===== config.mk =====
export PLATFORM = sky130hd
export DESIGN_NAME = gate_direction_decoder
export DESIGN_NICKNAME = d
export VERILOG_FILES = /design/src/rtl/gate_pkg.sv /design/src/rtl/beam_filter.sv /design/src/rtl/gate_direction_decoder.sv
export SDC_FILE = /design/constraint.sdc
export NUM_CORES = 1
export LEC_CHECK = 0
export BUFFER_PORTS_ARGS = -buffer_cell sky130_fd_sc_hd__clkbuf_2
export CAP_MARGIN = 20
export CORE_MARGIN = 4
export CORE_UTILIZATION = 55
export DETAILED_ROUTE_END_ITERATION = 8
export PLACE_DENSITY = 0.77
export SETUP_SLACK_MARGIN = 0.4
export SLEW_MARGIN = 40
export SYNTH_ARGS = -nofsm -noshare
export SYNTH_HDL_FRONTEND = slang
export SYNTH_SLANG_ARGS = --single-unit

===== constraint.sdc =====
create_clock -name clk -period 2.7 [get_ports clk]
set_clock_uncertainty 0.1 [all_clocks]
set_input_delay 0.675 -clock clk [delete_from_list [all_inputs] [get_ports clk]]
set_output_delay 0.675 -clock clk [all_outputs]
set_load 0.02 [all_outputs]

===== src/rtl/gate_pkg.sv =====
// Shared types and default timing for the parking-gate direction decoder.
package gate_pkg;

    localparam int DEBOUNCE_DEFAULT = 500000;
    localparam int TIMEOUT_DEFAULT  = 200000000;

    typedef enum logic [3:0] {
        IDLE       = 4'd0,
        EN1        = 4'd1,
        EN2        = 4'd2,
        EN3        = 4'd3,
        EX1        = 4'd4,
        EX2        = 4'd5,
        EX3        = 4'd6,
        WAIT_CLEAR = 4'd7,
        FAULT      = 4'd8
    } state_t;

    // States in which a crossing is in progress and the dwell timer runs.
    function automatic logic is_tracking(input state_t s);
        return (s == EN1) || (s == EN2) || (s == EN3) ||
               (s == EX1) || (s == EX2) || (s == EX3);
    endfunction

endpackage


===== src/rtl/beam_filter.sv =====
// Two-flop synchroniser plus stability filter for one raw beam-break input.
module beam_filter
    import gate_pkg::*;
#(
    parameter int DEBOUNCE_CYCLES = DEBOUNCE_DEFAULT
) (
    input  logic clk,
    input  logic reset,
    input  logic raw,
    output logic filtered
);

    localparam int CW = $clog2(DEBOUNCE_CYCLES + 1);
    localparam logic [CW-1:0] COUNT_LAST = CW'(DEBOUNCE_CYCLES - 1);

    logic          sync_p0;
    logic          sync_p1;
    logic [CW-1:0] count;

    always_ff @(posedge clk) begin
        if (!reset) begin
            sync_p0  <= 1'b0;
            sync_p1  <= 1'b0;
            count    <= '0;
            filtered <= 1'b0;
        end else begin
            sync_p0 <= raw;
            sync_p1 <= sync_p0;
            // Count consecutive cycles of disagreement; any return to agreement restarts it.
            if (sync_p1 == filtered) begin
                count <= '0;
            end else if (count == COUNT_LAST) begin
                filtered <= sync_p1;
                count    <= '0;
            end else begin
                count <= count + CW'(1);
            end
        end
    end

endmodule


===== src/rtl/gate_direction_decoder.sv =====
// Turns two raw gate beams into single-cycle entry/exit pulses by tracking crossing order.
module gate_direction_decoder
    import gate_pkg::*;
#(
    parameter int DEBOUNCE_CYCLES = DEBOUNCE_DEFAULT,
    parameter int TIMEOUT_CYCLES  = TIMEOUT_DEFAULT
) (
    input  logic clk,
    input  logic reset,
    input  logic beam_a,
    input  logic beam_b,
    output logic entry_pulse,
    output logic exit_pulse,
    output logic busy,
    output logic fault
);

    localparam int TW = $clog2(TIMEOUT_CYCLES + 1);
    localparam logic [TW-1:0] TIMER_LAST = TW'(TIMEOUT_CYCLES - 1);

    logic          a;
    logic          b;
    logic [1:0]    ab;
    logic [1:0]    ba;
    state_t        state;
    state_t        nxt;
    logic [TW-1:0] timer;
    logic          nxt_entry;
    logic          nxt_exit;

    beam_filter #(.DEBOUNCE_CYCLES(DEBOUNCE_CYCLES)) u_filter_a (
        .clk      (clk),
        .reset    (reset),
        .raw      (beam_a),
        .filtered (a)
    );

    beam_filter #(.DEBOUNCE_CYCLES(DEBOUNCE_CYCLES)) u_filter_b (
        .clk      (clk),
        .reset    (reset),
        .raw      (beam_b),
        .filtered (b)
    );

    assign ab = {a, b};
    assign ba = {b, a};

    // Exit states reuse the entry table on the swapped pair.
    always_comb begin
        nxt       = state;
        nxt_entry = 1'b0;
        nxt_exit  = 1'b0;
        case (state)
            IDLE: begin
                case (ab)
                    2'b10:   nxt = EN1;
                    2'b01:   nxt = EX1;
                    2'b11:   nxt = WAIT_CLEAR;
                    default: nxt = IDLE;
                endcase
            end
            EN1: begin
                case (ab)
                    2'b11:   nxt = EN2;
                    2'b00:   nxt = IDLE;
                    2'b01:   nxt = WAIT_CLEAR;
                    default: nxt = EN1;
                endcase
            end
            EN2: begin
                case (ab)
                    2'b01:   nxt = EN3;
                    2'b10:   nxt = EN1;
                    2'b00:   nxt = WAIT_CLEAR;
                    default: nxt = EN2;
                endcase
            end
            EN3: begin
                case (ab)
                    2'b00:   begin nxt = IDLE; nxt_entry = 1'b1; end
                    2'b11:   nxt = EN2;
                    2'b10:   nxt = WAIT_CLEAR;
                    default: nxt = EN3;
                endcase
            end
            EX1: begin
                case (ba)
                    2'b11:   nxt = EX2;
                    2'b00:   nxt = IDLE;
                    2'b01:   nxt = WAIT_CLEAR;
                    default: nxt = EX1;
                endcase
            end
            EX2: begin
                case (ba)
                    2'b01:   nxt = EX3;
                    2'b10:   nxt = EX1;
                    2'b00:   nxt = WAIT_CLEAR;
                    default: nxt = EX2;
                endcase
            end
            EX3: begin
                case (ba)
                    2'b00:   begin nxt = IDLE; nxt_exit = 1'b1; end
                    2'b11:   nxt = EX2;
                    2'b10:   nxt = WAIT_CLEAR;
                    default: nxt = EX3;
                endcase
            end
            WAIT_CLEAR, FAULT: begin
                if (ab == 2'b00) nxt = IDLE;
            end
            default: nxt = IDLE;
        endcase
        if (is_tracking(state) && (timer == TIMER_LAST)) begin
            nxt       = FAULT;
            nxt_entry = 1'b0;
            nxt_exit  = 1'b0;
        end
    end

    always_ff @(posedge clk) begin
        if (!reset) begin
            state       <= IDLE;
            timer       <= '0;
            entry_pulse <= 1'b0;
            exit_pulse  <= 1'b0;
            busy        <= 1'b0;
            fault       <= 1'b0;
        end else begin
            state       <= nxt;
            entry_pulse <= nxt_entry;
            exit_pulse  <= nxt_exit;
            busy        <= (nxt != IDLE);
            fault       <= (nxt == FAULT);
            if ((nxt != state) || !is_tracking(state)) begin
                timer <= '0;
            end else if (timer != '1) begin
                timer <= timer + TW'(1);
            end
        end
    end

endmodule


==> results list, run 1 <==
- Starting utilization of the core area: 0.5665
- Cell area after synthesis: 0.004109 sq mm
- Yosys attributes the largest share of cell area to sky130_fd_sc_hd__dfxtp_1, sky130_fd_sc_hd__xor2_1, sky130_fd_sc_hd__nor2_1, sky130_fd_sc_hd__xnor2_1, sky130_fd_sc_hd__nor3_2.
- The detail route stage leaves a number of antenna-violating nets equal to 0.
- Minimum clock period: 2.430 ns
- Min-delay worst type: register to register
- Worst-path fanout max: 7
- Fraction of post-synthesis cell area in the top cell type by area: 0.3898
- Buffers added on ports: 7
- Final setup violating endpoints: 0
* Area leader, netlist: sky130_fd_sc_hd__dfxtp_1
- DR WL/cell: 15.34 um
- Startpoint of the tightest hold check path: u_filter_b.sync_p0$_SDFF_PN0_
* Maximum clock frequency: 0.4116 GHz
* Category of the worst setup path launch point: register
- Count of final hold-check violations: 0
* Post-synthesis sequential area ratio: 0.3898
- The synthesized design contains 80 register bits.
* Number of top-level pins: 8
* Area after DPL: 0.004302 sq mm
- Endpoint of the worst hold-timing path: u_filter_b.sync_p1$_SDFF_PN0_
* Utilization after layout: 0.6638
- Post-Layout Inst Area: 0.004815 sq mm
- At the end of routability-driven placement, the weighted congestion stood at 0.8907.
* Die Width: 94.44 um
- Clock tree synthesis inserted a total of 9 buffers.
- Cell count of the worst reg-to-reg path: 10
- Initial antenna violation count: 0
* Number of fill cells in the layout: 554
- Detail Placement HPWL: 5409 um
- The repair_antennas step left the layout with diodes totalling 0.
* Crit path required time: 2.83 ns
- STA classifies the critical path endpoint as a register.
- The routed design has 8958 um of wire.
- The worst register-to-register path begins at u_filter_a.filtered$_SDFFE_PN0P_.
- From synthesis to final layout, the design area changed by 17.17%.
* RSZ-0062 raised after global routing: true
* Final slew viol count: 0
- The initialized floorplan defines 31 standard-cell rows.
- In this run the worst setup path begins at u_filter_a.filtered$_SDFFE_PN0P_.
- For this run, the total global-route usage over all layers was measured as 0.2058.
* Post-synthesis average cell area: 9.031 sq um
* Power density normalized to cell area: 451.8 mW/mm^2
- Total Power: 2.175 mW
* Final period util: 0.8998
- Synthesized Nets: 470
* Via count normalized by instance count: 5.899
- Flop2flop setup slack: 0.27 ns
- Entering global routing, the biggest net connects 29 pins.
* Yosys Warn Count: 0
- Max-cap violations in this run came to 0.
- CTS Root Cell: sky130_fd_sc_hd__clkbuf_8
* Worst hold path cell count: 1
* Initial detailed-routing violation count: 201
- Data arrives at the worst endpoint at 2.56 ns.
* Static leakage power: 1.508 nW
* Worst-Skew Late Latency: 0.35 ns
* Relative slew slack: 0.5797
- Global route overflow: 0
* Count of nets after finishing: 495
- TritonCTS built the clock tree.
- Across all layers, the routed design uses 3445 vias.
- The via count of the first global-routing pass was 3258.
* Result of the run: finished, final reports clean
- Number of detailed-route iterations in the first pass: 5
* Gate Count Post-Synth: 455
- DP Cell Count: 557
- The first global-routing pass estimated 14720 um of wire.
- In the final layout, the share of cells above drive strength 1 is 0.2144.
- Buffer levels on the longest clock path: 2
* Setup TNS: 0 ns
* CTS clock-pin slew for the worst setup and hold paths: 0.09 ns
* Final cell count without fillers: 584
- Final routed DRC violation total: 0
* H-Tree Level Count: 3
- Yosys mapped the design onto 54 distinct sky130hd cell types.
- Core region area: 0.007253 sq mm
- Measured along the y axis, the die boundary spans 94.44 um.
- CTS sink count: 80
* Worst slew pin tran: 0.6247 ns
- Setup Crit Path Kind: register to register
* Destination of the worst register-to-register timing path: timer[26]$_SDFFE_PP0P_
- The die covers 0.008918 sq mm.
- Worst-case vdd ir drop: 264.7 uV
## worst max-delay path by stage
| stage | to | slack, ns | depth (start not counted) |
|---|---|---|---|
| finish | timer[26]$_SDFFE_PP0P_ | 0.27 | 10 |
| global route | timer[17]$_SDFFE_PP0P_ | 0.20 | 10 |
| CTS | timer[0]$_SDFFE_PP0P_ | 0.35 | 10 |
| detailed placement | timer[27]$_SDFFE_PP0P_ | 0.17 | 9 |
| global placement | timer[27]$_SDFFE_PP0P_ | 0.25 | 9 |
| floorplan | timer[25]$_SDFFE_PP0P_ | 0.35 | 9 |
## cell type report
type / instances / area [sq um] / area share
Clock buffer: 10 / 127.6 / 0.02651
Clock inverter: 6 / 92.59 / 0.01923
Inverter: 9 / 36.28 / 0.007536
Multi-Input combinational cell: 352 / 2562 / 0.5322
Sequential cell: 80 / 1613 / 0.3350
Tap cell: 99 / 123.9 / 0.02573
Timing Repair Buffer: 28 / 259.0 / 0.05379
## metal layers
| layer | up-vias | part of all wire | wire length, um | global-route usage |
|---|---|---|---|---|
| li1 | 1672 | - | - | - |
| met1 | 1608 | 0.43 | 3825 | 0.2495 |
| met2 | 130 | 0.49 | 4395 | 0.3511 |
| met3 | 35 | 0.054 | 488 | 0.05896 |
| met4 | 0 | 0.028 | 249 | 0.06619 |
| met5 | - | 0 | 0 | 0 |
## critical path, stage by stage (launching register included)
cell and delay, ns:
sky130_fd_sc_hd__dfxtp_4 0.39, sky130_fd_sc_hd__inv_4 0.06, sky130_fd_sc_hd__ha_4 0.15, sky130_fd_sc_hd__or4b_1 0.50, sky130_fd_sc_hd__o32a_1 0.24, sky130_fd_sc_hd__o2111ai_2 0.12
sky130_fd_sc_hd__mux2i_2 0.12, sky130_fd_sc_hd__a221oi_4 0.25, sky130_fd_sc_hd__buf_6 0.18, sky130_fd_sc_hd__clkbuf_16 0.17, sky130_fd_sc_hd__nor4_2 0.04
## cell usage in the layout, fill, tap and decap left out, types with 3 or more instances in the layout
| cell type | count |
|---|---|
| sky130_fd_sc_hd__nand4_1 | 21 |
| sky130_fd_sc_hd__ha_2 | 3 |
| sky130_fd_sc_hd__dfxtp_2 | 3 |
| sky130_fd_sc_hd__nor3_2 | 24 |
| sky130_fd_sc_hd__nor2_4 | 3 |
| sky130_fd_sc_hd__nor3_1 | 16 |
| sky130_fd_sc_hd__a21oi_1 | 4 |
| sky130_fd_sc_hd__and3_1 | 10 |
| sky130_fd_sc_hd__nor2_1 | 60 |
| sky130_fd_sc_hd__clkbuf_8 | 9 |
| sky130_fd_sc_hd__dfxtp_1 | 75 |
| sky130_fd_sc_hd__clkbuf_2 | 7 |
| sky130_fd_sc_hd__nor2b_1 | 4 |
| sky130_fd_sc_hd__xor2_1 | 32 |
| sky130_fd_sc_hd__or3_1 | 3 |
| sky130_fd_sc_hd__inv_1 | 8 |
| sky130_fd_sc_hd__nor4_1 | 8 |
| sky130_fd_sc_hd__o21ai_0 | 4 |
| sky130_fd_sc_hd__ha_1 | 6 |
| sky130_fd_sc_hd__buf_4 | 16 |
| sky130_fd_sc_hd__xnor2_1 | 26 |
| sky130_fd_sc_hd__and4_1 | 9 |
| sky130_fd_sc_hd__nand2_1 | 27 |
| sky130_fd_sc_hd__and2_1 | 8 |
| sky130_fd_sc_hd__mux2i_1 | 6 |
| sky130_fd_sc_hd__nand3_1 | 30 |
| sky130_fd_sc_hd__nor4b_1 | 3 |
## cells in the mapped netlist (all sizes together)
master / number
a211oi: 1
a21boi: 1
a21oi: 4
a221oi: 3
a31o: 1
a31oi: 1
and2: 8
and3: 10
and4: 10
buf: 8
clkbuf: 6
dfxtp: 80
ha: 11
inv: 9
mux2i: 8
nand2: 28
nand2b: 2
nand3: 30
nand3b: 2
nand4: 22
nand4bb: 1
nor2: 63
nor2b: 4
nor3: 41
nor3b: 2
nor4: 11
nor4b: 4
nor4bb: 1
o2111ai: 1
o211ai: 1
o21a: 2
o21ai: 4
o21bai: 1
o22ai: 2
o2bb2ai: 1
o31a: 2
o32a: 1
o32ai: 1
or2: 2
or3: 3
or4: 2
or4b: 2
xnor2: 26
xor2: 32
## what timing repair did
item,4_1_cts,5_1_grt
hold buffers,0,0
setup endpoints to repair,28,28
buffers inserted,5,4
pin swaps,5,14
cloned,1,1
gates resized for setup,18,18
## kinds of logic after synthesis
kind of cell / count (synthesis) / synth area share
AO/OA/AOI/OAI: 27 / 0.05147
buffers and inverters: 23 / 0.03227
AND/OR/NAND/NOR: 248 / 0.3459
flip-flops: 80 / 0.3898
adder cells (fa/ha/maj): 11 / 0.03350
multiplexers: 8 / 0.02345
XOR/XNOR: 58 / 0.1236
## registers in the layout, indices dropped and copies added (netlist names)
name                 flops
timer                   28
u_filter_a.count        19
u_filter_b.count        19
state                    4
busy                     1
entry_pulse              1
exit_pulse               1
fault                    1
u_filter_a.filtered      1
u_filter_a.sync_p0       1
u_filter_a.sync_p1       1
u_filter_b.filtered      1
u_filter_b.sync_p0       1
u_filter_b.sync_p1       1
## power by group
part	leakage, nW	total [mW]	internal (mW)	switching, mW
clock	0.103	0.975	0.526	0.449
sequential	0.648	1.18	1.18	0.00246
combinational	0.756	0.0176	0.00693	0.0107
## stage by stage
step / hold WS, ns / setup slack [ns]
after floorplan: 0.3119 / 0.3540
after global placement: 0.3193 / 0.2506
after detailed placement: 0.3237 / 0.1722
after CTS: 0.3424 / 0.3536
after global routing: 0.3635 / 0.1960
final: 0.3394 / 0.2705
No activity file was read; power rests on OpenSTA's default activity.
==> inputs of run 2 (changes only) <==
--- a/config.mk
+++ b/config.mk
@@ -10,6 +10,7 @@
 export CORE_MARGIN = 4
 export CORE_UTILIZATION = 55
 export DETAILED_ROUTE_END_ITERATION = 8
+export GPL_TIMING_DRIVEN = 0
 export PLACE_DENSITY = 0.77
 export SETUP_SLACK_MARGIN = 0.4
 export SLEW_MARGIN = 40
==> constraint.sdc (replaced) <==
create_clock -name clk -period 2.7 [get_ports clk]
set_clock_uncertainty 0.1 [all_clocks]
set_input_delay 0.54 -clock clk [delete_from_list [all_inputs] [get_ports clk]]
set_output_delay 0.54 -clock clk [all_outputs]
set_load 0.02 [all_outputs]
==> run 2 against run 1 <==
Core utilization grew 0.10 points; count of clock-buffer cells in the layout unchanged; non-clock buffer count is 11 higher; cell area up 0.16%; die area is the same; fmax shrank 0.97%; clock power is 7.9% lower; first-iteration DRC count fell by 30%; setup slack lost 0.024 ns; register-to-register slack lost 0.02 ns; critical endpoint is now timer[8]$_SDFFE_PP0P_; largest cell class unchanged.
==> results list, run 2 (synthesized netlist as in run 1, its figures left out) <==
* Detailed-route wire length: 8644 um (was 8958 um)
- The global-route wire length before repair came to 14790 um (was 14720 um).
- CTS sink count: 80 (unchanged)
- The number of DRC markers after the initial detailed-route iteration was 140 (was 201).
* Number of fill cells in the layout: 585 (was 554)
- The TritonCTS buffer count was 9 (unchanged).
- RSZ-0062 raised after global routing: true (unchanged)
- The final RePlAce weighted congestion is 0.9193 (was 0.8907).
- Via count normalized by instance count: 5.714 (was 5.899)
- Leading cell type in the layout, fill and taps excluded: sky130_fd_sc_hd__dfxtp_1 (unchanged)
* CTS tree: yes (unchanged)
- Total of hold buffers inserted after clock tree synthesis: 0 (unchanged)
* Worst slew pin tran: 0.5428 ns (was 0.6247 ns)
* Relative slew slack: 0.6348 (was 0.5797)
- Worst-Skew Late Latency: 0.36 ns (was 0.35 ns)
- The largest net degree at the start of global routing came to 17 (was 29).
* Internal power: 1.598 mW (was 1.713 mW)
- The detailed-routing iteration count for the pre-antenna-repair pass came to 4 (was 5).
- The total track usage came to 0.2061 (was 0.2058).
- The buffer depth of the longest clock path was 2 (unchanged).
* Core region area: 0.007253 sq mm (unchanged)
* Commonest cells after routing, fill and taps aside: sky130_fd_sc_hd__dfxtp_1, sky130_fd_sc_hd__nor2_1, sky130_fd_sc_hd__xor2_1 (unchanged)
- The total number of H-tree levels was 3 (unchanged).
- The maximum fanout along the worst path is 10 (was 7).
* Vias after detailed routing: 3400 (was 3445)
* Final setup violating endpoints: 0 (unchanged)
- Buffers added on ports: 7 (unchanged)
* Max-cap violation count: 0 (unchanged)
- Setup Crit Path Kind: register to register (unchanged)
- Area after DPL: 0.004300 sq mm (was 0.004302 sq mm)
* Die Width: 94.44 um (unchanged)
* Seq pwr share: 0.564 (was 0.544)
- The count of boundary I/O pins is 8 (unchanged).
- Post-route antenna net violation count: 0 (unchanged)
- The data required time of the critical path came to 2.85 ns (was 2.83 ns).
- Starting utilization of the core area: 0.5665 (unchanged)
- The sum of internal, switching and leakage power was 2.099 mW (was 2.175 mW).
- FP Rows: 31 (unchanged)
- The antenna cell count came to 0 (unchanged).
- Fraction of power consumed by combinational cells: 0.008 (about the same)
- Largest registers: timer x28, u_filter_a.count x19, u_filter_b.count x19 (unchanged).
- Post-Layout Inst Area: 0.004822 sq mm (was 0.004815 sq mm)
- The count of unresolved DRC violations after routing is 0 (unchanged).
- Final slew viol count: 0 (unchanged)
- P_sw: 0.5004 mW (was 0.4622 mW)
* Synthesis-to-finish area growth: 17.36% (was 17.17%)
- The total negative slack was 0 ns (unchanged).
- Relative contribution of the clock network to total power: 0.428 (was 0.448)
- Sw frac: 0.2385 (was 0.2125)
* Global route overflow: 0 (unchanged)
* Reg with most FFs: timer (unchanged)
- Vias in the first global route: 3252 (was 3258)
* DR WL/cell: 14.53 um (was 15.34 um)
- Floorplan die height: 94.44 um (unchanged)
* Maximum clock frequency: 0.4076 GHz (was 0.4116 GHz)
* CTS clock-pin slew for the worst setup and hold paths: 0.09 ns (about the same)
- Utilization after layout: 0.6648 (was 0.6638)
* Max FFs per register: 28 (unchanged)
- Category of the worst setup path launch point: register (unchanged)
* Final period util: 0.9087 (was 0.8998)
- The fraction of final layout cells with drive strength greater than 1 was 0.2298 (was 0.2144).
- The power density over cell area was 435.2 mW/mm^2 (was 451.8 mW/mm^2).
* Initial antenna violation count: 0 (unchanged)
- Type of element capturing the critical path: register (unchanged)
- Minimum clock period: 2.453 ns (was 2.430 ns)
- Detail Placement HPWL: 5624 um (was 5409 um)
* Count of nets after finishing: 506 (was 495)
- The static power due to leakage came to 1.551 nW (was 1.508 nW).
- Die area: 0.008918 sq mm (unchanged)
- Result of the run: finished, final reports clean (unchanged).
- The highest ir drop seen on vdd was 263.8 uV (was 264.7 uV).
* Critical path arrival: 2.60 ns (was 2.56 ns)
* Reg2reg start: u_filter_b.filtered$_SDFFE_PN0P_ (was u_filter_a.filtered$_SDFFE_PN0P_)
- Flop2flop setup slack: 0.25 ns (was 0.27 ns)
- The class of the tightest hold or removal check is input pin to register (was register to register).
- The launching element of the worst setup path is u_filter_b.filtered$_SDFFE_PN0P_ (was u_filter_a.filtered$_SDFFE_PN0P_).
- The critical hold path startpoint was beam_a (was u_filter_b.sync_p0$_SDFF_PN0_).
- The number of hold-slack violations in the final timing report came to 0 (unchanged).
* CTS Root Cell: sky130_fd_sc_hd__clkbuf_8 (unchanged)
==> run 2: path summary, 6_finish.rpt <==
kind                                   endpoint  cells past startpoint
hold reg to reg   u_filter_b.sync_p1$_SDFF_PN0_                      1
hold / removal    u_filter_a.sync_p0$_SDFF_PN0_                      2
setup reg to reg          timer[8]$_SDFFE_PP0P_                     10
setup / recovery          timer[8]$_SDFFE_PP0P_                     10
==> run 2: what timing repair did <==
action	in CTS	in global routing
buffers inserted	14	3
gates cloned	1	0
setup endpoints to repair	48	38
pin swaps	10	5
resized for setup	26	16
==> run 2: per-stage QoR <==
stage / cells / setup slack, ns / hold WS (ns)
after floorplan: 455 / 0.3540 / 0.3119
after global placement: 561 / -0.02635 / 0.3152
after detailed placement: 561 / -0.07119 / 0.3304
after CTS: 592 / 0.2808 / 0.2752
after global routing: 595 / 0.1278 / 0.3061
final: 595 / 0.2466 / 0.2904
==> run 2: critical path, cell delays in order (launching register included) <==
cell                        delay [ns]
sky130_fd_sc_hd__dfxtp_4          0.39
sky130_fd_sc_hd__inv_1            0.12
sky130_fd_sc_hd__ha_2             0.23
sky130_fd_sc_hd__or4_4            0.55
sky130_fd_sc_hd__o2bb2ai_4        0.16
sky130_fd_sc_hd__buf_4            0.15
sky130_fd_sc_hd__nor4b_4          0.05
sky130_fd_sc_hd__a221oi_4         0.19
sky130_fd_sc_hd__buf_6            0.17
sky130_fd_sc_hd__buf_6            0.17
sky130_fd_sc_hd__nor3_2           0.05
==> run 2: power by group through the flow <==
stage                     Sequential [mW]  Clock, mW  Combinational, mW
after global routing                 1.18      0.969             0.0198
after detailed placement             1.21          0             0.0165
after global placement               1.21          0             0.0163
after floorplan                      1.21          0            0.00966
final                                1.18      0.898             0.0177
after CTS                            1.18      0.927             0.0171
==> run 2: per-layer routing <==
layer	vias up	GRT usage	share of wire
met3	19	0.04064	0.031
met4	0	0.08905	0.021
met1	1620	0.2639	0.47
li1	1699	-	-
met5	-	0	0
met2	62	0.3375	0.48
==> run 2: final cells by class <==
type / instances / area [sq um] / area share
Clock inverter: 6 / 55.05 / 0.01142
Multi-Input combinational cell: 352 / 2555 / 0.5298
Sequential cell: 80 / 1612 / 0.3342
Inverter: 9 / 36.28 / 0.007525
Tap cell: 99 / 123.9 / 0.02569
Clock buffer: 10 / 148.9 / 0.03088
Buffer: 14 / 106.4 / 0.02206
Timing Repair Buffer: 25 / 185.2 / 0.03840
